<file path="src/rtl/fp_result_pack_pipe_if.sv">
// Handshake and data bundle between the add/sub core, the result packer and the result register file.
// The slave modport is the packer's view of the bundle.
interface fp_result_pack_pipe_if #(
    parameter int EXP_W   = 5,
    parameter int MAN_W   = 10,
    parameter int EXTRA_W = 3
);
    logic                       in_valid;
    logic                       in_ready;
    logic                       in_sign;
    logic [EXP_W:0]             in_exp;
    logic [MAN_W+EXTRA_W-1:0]   in_man;
    logic [1:0]                 in_class;
    logic [1:0]                 round_mode;
    logic                       out_valid;
    logic                       out_ready;
    logic [EXP_W+MAN_W:0]       out_result;
    logic                       out_qnan;
    logic                       out_snan;
    logic                       out_inf;
    logic                       out_zero;
    logic                       out_overflow;
    logic                       out_inexact;

    modport slave (
        input  in_valid, in_sign, in_exp, in_man, in_class, round_mode, out_ready,
        output in_ready, out_valid, out_result,
        output out_qnan, out_snan, out_inf, out_zero, out_overflow, out_inexact
    );

    modport master (
        output in_valid, in_sign, in_exp, in_man, in_class, round_mode, out_ready,
        input  in_ready, out_valid, out_result,
        input  out_qnan, out_snan, out_inf, out_zero, out_overflow, out_inexact
    );
endinterface

</file>
<file path="src/rtl/fp_result_pack_pipe.sv">
// Two-stage elastic float result packer: rounding in stage 1; exponent carry, saturation,
// special-value encoding and status flags in stage 2.
module fp_result_pack_pipe #(
    parameter int EXP_W      = 5,
    parameter int MAN_W      = 10,
    parameter int EXTRA_W    = 3,
    parameter bit QUIET_SNAN = 1'b1
) (
    input  logic                   clk,
    input  logic                   rst_n,
    fp_result_pack_pipe_if.slave   io_bus
);
    localparam int IN_W = MAN_W + EXTRA_W;

    localparam logic [1:0] CLS_FIN  = 2'b00;
    localparam logic [1:0] CLS_INF  = 2'b01;
    localparam logic [1:0] CLS_NAN  = 2'b10;
    localparam logic [1:0] CLS_ZERO = 2'b11;

    localparam logic [1:0] RM_RNE = 2'b00;
    localparam logic [1:0] RM_RTZ = 2'b01;
    localparam logic [1:0] RM_POS = 2'b10;
    localparam logic [1:0] RM_NEG = 2'b11;

    localparam logic [EXP_W-1:0] EXP_ONES  = {EXP_W{1'b1}};
    localparam logic [EXP_W-1:0] EXP_MAXF  = {{(EXP_W-1){1'b1}}, 1'b0};
    localparam logic [MAN_W-1:0] FRAC_ONES = {MAN_W{1'b1}};
    localparam logic [MAN_W-1:0] FRAC_QBIT = {1'b1, {(MAN_W-1){1'b0}}};

    // pipeline registers
    logic                 r_s1_valid;
    logic                 r_s1_sign;
    logic [EXP_W:0]       r_s1_exp;
    logic [1:0]           r_s1_class;
    logic [1:0]           r_s1_rmode;
    logic [MAN_W:0]       r_s1_frac;
    logic                 r_s1_inexact;

    logic                 r_s2_valid;
    logic [EXP_W+MAN_W:0] r_s2_result;
    logic                 r_s2_qnan;
    logic                 r_s2_snan;
    logic                 r_s2_inf;
    logic                 r_s2_zero;
    logic                 r_s2_overflow;
    logic                 r_s2_inexact;

    // handshake
    logic w_s2_load;
    logic w_s1_move;
    logic w_in_ready;
    logic w_in_fire;

    assign w_s2_load  = !r_s2_valid || io_bus.out_ready;
    assign w_s1_move  = r_s1_valid && w_s2_load;
    assign w_in_ready = !r_s1_valid || w_s1_move;
    assign w_in_fire  = io_bus.in_valid && w_in_ready;

    assign io_bus.in_ready = w_in_ready;

    // stage 1: rounding decision
    logic [MAN_W-1:0] w_keep;
    logic             w_guard;
    logic             w_sticky;
    logic             w_lost;
    logic             w_is_fin;
    logic             w_inc;
    logic [MAN_W:0]   w_frac_rnd;

    assign w_keep   = io_bus.in_man[IN_W-1:EXTRA_W];
    assign w_guard  = io_bus.in_man[EXTRA_W-1];
    assign w_sticky = |io_bus.in_man[EXTRA_W-2:0];
    assign w_lost   = w_guard || w_sticky;
    assign w_is_fin = (io_bus.in_class == CLS_FIN);

    always_comb begin
        w_inc = 1'b0;
        case (io_bus.round_mode)
            RM_RNE:  w_inc = w_guard && (w_sticky || w_keep[0]);
            RM_RTZ:  w_inc = 1'b0;
            RM_POS:  w_inc = !io_bus.in_sign && w_lost;
            RM_NEG:  w_inc = io_bus.in_sign && w_lost;
            default: w_inc = 1'b0;
        endcase
    end

    // NaN payloads ride through the same register unrounded
    assign w_frac_rnd = {1'b0, w_keep} + {{MAN_W{1'b0}}, (w_inc && w_is_fin)};

    always_ff @(posedge clk or negedge rst_n) begin
        if (!rst_n) begin
            r_s1_valid   <= 1'b0;
            r_s1_sign    <= 1'b0;
            r_s1_exp     <= '0;
            r_s1_class   <= 2'b00;
            r_s1_rmode   <= 2'b00;
            r_s1_frac    <= '0;
            r_s1_inexact <= 1'b0;
        end else begin
            if (w_in_ready) begin
                r_s1_valid <= io_bus.in_valid;
            end
            if (w_in_fire) begin
                r_s1_sign    <= io_bus.in_sign;
                r_s1_exp     <= io_bus.in_exp;
                r_s1_class   <= io_bus.in_class;
                r_s1_rmode   <= io_bus.round_mode;
                r_s1_frac    <= w_frac_rnd;
                r_s1_inexact <= w_is_fin && w_lost;
            end
        end
    end

    // stage 2: carry into exponent, saturation, classification
    logic                 w_carry;
    logic [EXP_W+1:0]     w_exp_fin;
    logic [MAN_W-1:0]     w_frac_fin;
    logic                 w_ovf;
    logic                 w_to_inf;
    logic [MAN_W-1:0]     w_payload;

    logic [EXP_W-1:0]     w_res_exp;
    logic [MAN_W-1:0]     w_res_frac;
    logic                 w_qnan;
    logic                 w_snan;
    logic                 w_inf;
    logic                 w_zero;
    logic                 w_overflow;
    logic                 w_inexact;

    assign w_carry    = r_s1_frac[MAN_W];
    assign w_exp_fin  = {1'b0, r_s1_exp} + {{(EXP_W+1){1'b0}}, w_carry};
    assign w_frac_fin = w_carry ? '0 : r_s1_frac[MAN_W-1:0];
    assign w_ovf      = (w_exp_fin >= {2'b00, EXP_ONES});
    assign w_payload  = r_s1_frac[MAN_W-1:0];

    // RTZ and the "wrong-direction" directed modes clamp to max finite
    assign w_to_inf = (r_s1_rmode == RM_RNE) ||
                      ((r_s1_rmode == RM_POS) && !r_s1_sign) ||
                      ((r_s1_rmode == RM_NEG) && r_s1_sign);

    always_comb begin
        w_res_exp  = '0;
        w_res_frac = '0;
        w_qnan     = 1'b0;
        w_snan     = 1'b0;
        w_inf      = 1'b0;
        w_zero     = 1'b0;
        w_overflow = 1'b0;
        w_inexact  = 1'b0;
        case (r_s1_class)
            CLS_FIN: begin
                if (w_ovf) begin
                    w_overflow = 1'b1;
                    w_inexact  = 1'b1;
                    if (w_to_inf) begin
                        w_res_exp = EXP_ONES;
                        w_inf     = 1'b1;
                    end else begin
                        w_res_exp  = EXP_MAXF;
                        w_res_frac = FRAC_ONES;
                    end
                end else begin
                    w_res_exp  = w_exp_fin[EXP_W-1:0];
                    w_res_frac = w_frac_fin;
                    w_inexact  = r_s1_inexact;
                    w_zero     = (w_exp_fin[EXP_W-1:0] == '0) && (w_frac_fin == '0);
                end
            end
            CLS_INF: begin
                w_res_exp = EXP_ONES;
                w_inf     = 1'b1;
            end
            CLS_NAN: begin
                w_res_exp = EXP_ONES;
                if (w_payload[MAN_W-1]) begin
                    w_qnan     = 1'b1;
                    w_res_frac = w_payload;
                end else if (|w_payload) begin
                    w_snan     = 1'b1;
                    w_res_frac = QUIET_SNAN ? (w_payload | FRAC_QBIT) : w_payload;
                end else begin
                    w_qnan     = 1'b1;
                    w_res_frac = FRAC_QBIT;
                end
            end
            CLS_ZERO: begin
                w_zero = 1'b1;
            end
            default: begin
                w_zero = 1'b0;
            end
        endcase
    end

    // a bubble entering stage 2 clears the word and flags so idle outputs read as zero
    always_ff @(posedge clk or negedge rst_n) begin
        if (!rst_n) begin
            r_s2_valid    <= 1'b0;
            r_s2_result   <= '0;
            r_s2_qnan     <= 1'b0;
            r_s2_snan     <= 1'b0;
            r_s2_inf      <= 1'b0;
            r_s2_zero     <= 1'b0;
            r_s2_overflow <= 1'b0;
            r_s2_inexact  <= 1'b0;
        end else if (w_s2_load) begin
            r_s2_valid <= r_s1_valid;
            if (r_s1_valid) begin
                r_s2_result   <= {r_s1_sign, w_res_exp, w_res_frac};
                r_s2_qnan     <= w_qnan;
                r_s2_snan     <= w_snan;
                r_s2_inf      <= w_inf;
                r_s2_zero     <= w_zero;
                r_s2_overflow <= w_overflow;
                r_s2_inexact  <= w_inexact;
            end else begin
                r_s2_result   <= '0;
                r_s2_qnan     <= 1'b0;
                r_s2_snan     <= 1'b0;
                r_s2_inf      <= 1'b0;
                r_s2_zero     <= 1'b0;
                r_s2_overflow <= 1'b0;
                r_s2_inexact  <= 1'b0;
            end
        end
    end

    assign io_bus.out_valid    = r_s2_valid;
    assign io_bus.out_result   = r_s2_result;
    assign io_bus.out_qnan     = r_s2_qnan;
    assign io_bus.out_snan     = r_s2_snan;
    assign io_bus.out_inf      = r_s2_inf;
    assign io_bus.out_zero     = r_s2_zero;
    assign io_bus.out_overflow = r_s2_overflow;
    assign io_bus.out_inexact  = r_s2_inexact;

endmodule

</file>
<file path="src/flat_wrapper.sv">
// flat-port wrapper written by rule: the top's interface ports become plain ports
module fp_result_pack_pipe_flat 
#(
    parameter int EXP_W      = 5,
    parameter int MAN_W      = 10,
    parameter int EXTRA_W    = 3,
    parameter bit QUIET_SNAN = 1'b1
)
  (clk, rst_n, io_bus_in_valid, io_bus_in_sign, io_bus_in_exp, io_bus_in_man, io_bus_in_class, io_bus_round_mode, io_bus_out_ready, io_bus_in_ready, io_bus_out_valid, io_bus_out_result, io_bus_out_qnan, io_bus_out_snan, io_bus_out_inf, io_bus_out_zero, io_bus_out_overflow, io_bus_out_inexact);
  fp_result_pack_pipe_if #(.EXP_W(EXP_W), .MAN_W(MAN_W), .EXTRA_W(EXTRA_W)) io_bus_i ();
  input  logic clk;
  input  logic rst_n;
  input wire logic [$bits(io_bus_i.in_valid)-1:0] io_bus_in_valid;
  input wire logic [$bits(io_bus_i.in_sign)-1:0] io_bus_in_sign;
  input wire logic [$bits(io_bus_i.in_exp)-1:0] io_bus_in_exp;
  input wire logic [$bits(io_bus_i.in_man)-1:0] io_bus_in_man;
  input wire logic [$bits(io_bus_i.in_class)-1:0] io_bus_in_class;
  input wire logic [$bits(io_bus_i.round_mode)-1:0] io_bus_round_mode;
  input wire logic [$bits(io_bus_i.out_ready)-1:0] io_bus_out_ready;
  output wire logic [$bits(io_bus_i.in_ready)-1:0] io_bus_in_ready;
  output wire logic [$bits(io_bus_i.out_valid)-1:0] io_bus_out_valid;
  output wire logic [$bits(io_bus_i.out_result)-1:0] io_bus_out_result;
  output wire logic [$bits(io_bus_i.out_qnan)-1:0] io_bus_out_qnan;
  output wire logic [$bits(io_bus_i.out_snan)-1:0] io_bus_out_snan;
  output wire logic [$bits(io_bus_i.out_inf)-1:0] io_bus_out_inf;
  output wire logic [$bits(io_bus_i.out_zero)-1:0] io_bus_out_zero;
  output wire logic [$bits(io_bus_i.out_overflow)-1:0] io_bus_out_overflow;
  output wire logic [$bits(io_bus_i.out_inexact)-1:0] io_bus_out_inexact;
  assign io_bus_i.in_valid = io_bus_in_valid;
  assign io_bus_i.in_sign = io_bus_in_sign;
  assign io_bus_i.in_exp = io_bus_in_exp;
  assign io_bus_i.in_man = io_bus_in_man;
  assign io_bus_i.in_class = io_bus_in_class;
  assign io_bus_i.round_mode = io_bus_round_mode;
  assign io_bus_i.out_ready = io_bus_out_ready;
  assign io_bus_in_ready = io_bus_i.in_ready;
  assign io_bus_out_valid = io_bus_i.out_valid;
  assign io_bus_out_result = io_bus_i.out_result;
  assign io_bus_out_qnan = io_bus_i.out_qnan;
  assign io_bus_out_snan = io_bus_i.out_snan;
  assign io_bus_out_inf = io_bus_i.out_inf;
  assign io_bus_out_zero = io_bus_i.out_zero;
  assign io_bus_out_overflow = io_bus_i.out_overflow;
  assign io_bus_out_inexact = io_bus_i.out_inexact;
  fp_result_pack_pipe #(.EXP_W(EXP_W), .MAN_W(MAN_W), .EXTRA_W(EXTRA_W), .QUIET_SNAN(QUIET_SNAN)) u_core (.clk(clk), .rst_n(rst_n), .io_bus(io_bus_i));
endmodule
</file>
<file path="config.mk">
export PLATFORM = sky130hd
export DESIGN_NAME = fp_result_pack_pipe_flat
export DESIGN_NICKNAME = d
export VERILOG_FILES = /design/src/rtl/fp_result_pack_pipe_if.sv /design/src/rtl/fp_result_pack_pipe.sv /design/src/flat_wrapper.sv
export SDC_FILE = /design/constraint.sdc
export NUM_CORES = 1
export LEC_CHECK = 0
export BUFFER_PORTS_ARGS = -buffer_cell sky130_fd_sc_hd__buf_2
export CAP_MARGIN = 20
export CORE_ASPECT_RATIO = 1.75
export CORE_MARGIN = 5
export CORE_UTILIZATION = 30
export CTS_CLUSTER_SIZE = 8
export DETAILED_ROUTE_END_ITERATION = 7
export PLACE_DENSITY = 0.57
export SLEW_MARGIN = 5
export SYNTH_ARGS = -nofsm -noshare
export SYNTH_HDL_FRONTEND = slang
export SYNTH_SLANG_ARGS = --single-unit
</file>
<file path="constraint.sdc">
create_clock -name clk -period 2.5 [get_ports clk]
set_input_delay 0.125 -clock clk [delete_from_list [all_inputs] [get_ports clk]]
set_output_delay 0.125 -clock clk [all_outputs]
set_load 0.02 [all_outputs]
</file>
==> results by group <==
CTS
  • CTS Sinks: 47
  • Worst-path clk slew: 0.06 ns
  • CTS HTree Levels: 2
  • CTS tree: done
  • Clk_lat worst skew: 0.29 ns
  • Root buf cell: clkbuf_16
  • CTS max path bufs: 2
  • Post-CTS resize count: 0
  • CTS Buf Count: 5

Power and ir drop
  • Power Density: 730 nW/um^2
  • Internal power: 1510 uW
  • P_sw: 667 uW
  • P_leak: 0.00139 uW
  • Reg power frac: 43.9%
  • VDD IR max: 281 uV
  • Switching portion of total power: 30.6%
  • Clock power share: 31.7%
  • Comb power frac: 24.3%

Die
  • Chip Height: 129 um
  • Io pins: 52
  • Initial Utilization: 30.7%
  • Die Width: 78.2 um
  • Site Rows: 43
  • Die footprint: 10,100 sq um
  • Area of the core: 7960 sq um

Placed design
  • DP Area: 2800 sq um
  • Setup WS pre-CTS: 0.329 ns
  • Final Wtd Congestion: 0.803
  • Placed Cells: 380
  • HPWL Detailed: 4510 um
  • Port Buffers: 51

Timing
  • Post-route clock period utilization: 86.8%
  • Clk_skew: 0.00226 ns
  • Slew Viols, Final: 0
  • Worst-Margin Slew: 0.475 ns
  • Final setup vio count: 0
  • Worst slew margin: 68.2%
  • Final TNS setup: 0 ns
  • Period minus WS final: 2.17 ns
  • Setup WS post-layout: 0.329 ns
  • Final hold vios: 0
  • RSZ-0062 raised after global routing: false
  • F_max: 0.461 GHz

GRT
  • Largest net degree at the start of global routing: 48
  • GRT Util Overall: 11.9%
  • First-pass GRT wire length: 9430 um
  • Number of global-route vias before repair: 1,974
  • Initial antenna violation count: 0
  • Gr ovfl total: 0

Yosys
  • Synth Cell Area: 2440 sq um
  • #FFs+latches synth: 47
  • Synth Flop Type: dfrtp_1
  • Yosys Warn Count: 0
  • Area contributors post-synth: dfrtp_1 48%, mux2_2 6.5%, o21ai_0 5.1%, nand2_1 4.8%, ha_1 4.6%
  • Ys async rst share: 100%
  • Synth area leader: dfrtp_1
  • Sequential share of the synthesized area: 48.1%
  • Share of the synthesized area in the top cell type: 48.1%
  • Avg Cell Area, Syn: 9.97 sq um
  • Post-Syn Nets: 282
  • Cells after synthesis: 245
  • Netlist cell types: 45
  • Post-synth EDFFs: 0

Worst hold path
  • Worst hold path class: primary input to register

Cells and area
  • ANT cells: 0
  • # fillers: 815
  • Final core utilization: 37.5%
  • Commonest non-fill, non-tap cell in the layout: buf_2
  • Layout Cells excl Fill: 390
  • Share of cells above drive strength 1: 28.0%
  • Final instance area: 2990 sq um
  • Final net count: 336
  • Synthesis-to-finish area growth: 22.3%
  • Most frequent cells in the layout: 51 x buf_2, 47 x dfrtp_1, 31 x nand2_1

Critical path
  • Setup crit end kind: register
  • Startpoint types: register
  • Req. time, crit path: 2.67 ns
  • CP Max Fanout: 10
  • Setup Crit Path Kind: register to register
  • Data arrival, critical path: 2.34 ns

Flow run
  • Max-Cap Viols: 0

Route
  • Pre-antenna DRT Iters: 4
  • DRT antenna net count: 0
  • WL final: 5640 um
  • Routed vias/inst: 4.96
  • Number of DRC markers in iteration 0: 120
  • DR WL/cell: 14.5 um
  • Vias: 1,935
  • Remaining DRCs: 0

Status
  • Status: finished, final reports clean
-- logic make-up (layout without fill, tap and decap cells) --
logic type | after synthesis | in the layout | synth area share (%)
AOI/OAI and AO/OA | 66 | 66 | 17.0
xor gates and xnor gates | 11 | 11 | 3.94
adders and majority gates | 9 | 9 | 4.61
buffers and inverters | 16 | 71 | 2.66
DFF | 47 | 47 | 48.1
muxes | 14 | 14 | 6.45
and+or+nand+nor | 82 | 82 | 17.2
-- synth_stat cells (2+ instances only) --
cell type / n
a21oi_1: 17
nor2_1: 13
inv_1: 6
o41ai_1: 2
o21ai_0: 25
dfrtp_1: 47
xor2_1: 7
and3_1: 3
ha_1: 9
nor4_1: 2
mux2_2: 14
nand2b_1: 7
o31ai_1: 3
nor4b_1: 4
nand4_1: 2
a22oi_1: 5
or2_2: 2
nor2b_1: 3
a221o_1: 3
nor3_1: 2
nand3_1: 5
xnor2_1: 4
clkbuf_1: 7
or4_1: 2
nand2_1: 31
-- per-stage QoR --
step                hold WS, ns  power [uW]
floorplan                -0.171        1310
global placement          0.355        1500
detailed placement        0.356        1510
CTS                      0.0557        2200
global route             0.0624        2310
finish                   0.0613        2180
-- state kept, by name, indices dropped and copies added (netlist names) --
| register | cells |
|---|---|
| u_core.io_bus.out_valid | 1 |
| u_core.io_bus.out_inf | 1 |
| u_core.io_bus.out_inexact | 1 |
| u_core.io_bus.out_overflow | 1 |
| u_core.io_bus.out_result | 16 |
| u_core.r_s1_valid | 1 |
| u_core.r_s1_sign | 1 |
| u_core.r_s1_exp | 6 |
| u_core.r_s1_class | 2 |
| u_core.r_s1_inexact | 1 |
| u_core.io_bus.out_qnan | 1 |
| u_core.r_s1_frac | 11 |
| u_core.r_s1_rmode | 2 |
| u_core.io_bus.out_snan | 1 |
| u_core.io_bus.out_zero | 1 |
-- critical path: stages, from the launching register on --
cell     delay, ns
dfrtp_1       0.42
ha_1          0.26
ha_1          0.23
xor2_1        0.30
nand2_1       0.13
o221a_2       0.35
nor4b_1       0.28
nor2_1        0.08
-- power by group through the flow --
stage                     Sequential (uW)  Clock (uW)  Combinational (uW)
after CTS                             962         710                 533
after global routing                  978         734                 593
final                                 959         693                 531
after global placement                971           0                 526
after floorplan                      1030           0                 280
after detailed placement              976           0                 531
-- per-layer routing --
metal | track usage [%] | vias to the layer above | wire, um
li1 | - | 996 | -
met1 | 13.2 | 894 | 2330
met2 | 21.8 | 40 | 2970
met3 | 2.09 | 5 | 208
met4 | 5.87 | 0 | 127
met5 | 0 | - | 0
-- layout make-up --
type | instances | area [sq um] | share of cell area (%)
multi-input combinational | 182 | 1200 | 40.3
sequential | 47 | 1180 | 39.4
tap | 90 | 113 | 3.77
clock buffer | 8 | 156 | 5.23
inverter | 6 | 22.5 | 0.754
timing repair buffer | 57 | 315 | 10.6
-- final timing paths --
| kind | start | end | slack, ns | cells after the start |
|---|---|---|---|---|
| setup / recovery | u_core.r_s1_frac[10]$_DFFE_PN0P_ | u_core.io_bus.out_result[5]$_DFFE_PN0P_ | 0.33 | 7 |
| hold / removal | io_bus_in_class[0] | u_core.r_s1_inexact$_DFFE_PN0P_ | 0.06 | 2 |
| setup reg to reg | u_core.r_s1_frac[10]$_DFFE_PN0P_ | u_core.io_bus.out_result[5]$_DFFE_PN0P_ | 0.33 | 7 |
| hold reg to reg | u_core.io_bus.out_overflow$_DFFE_PN0P_ | u_core.io_bus.out_overflow$_DFFE_PN0P_ | 0.47 | 1 |
| max in group asynchronous | rst_n | u_core.io_bus.out_result[6]$_DFFE_PN0P_ | 1.68 | 3 |
| min in group asynchronous | rst_n | u_core.r_s1_exp[1]$_DFFE_PN0P_ | 0.31 | 2 |
-- timing repair --
item,CTS,global route
buffers inserted,0,0
hold buffers,0,1
endpoints found under the hold margin,0,18
Note: power is estimated with default switching activity, not from simulation.
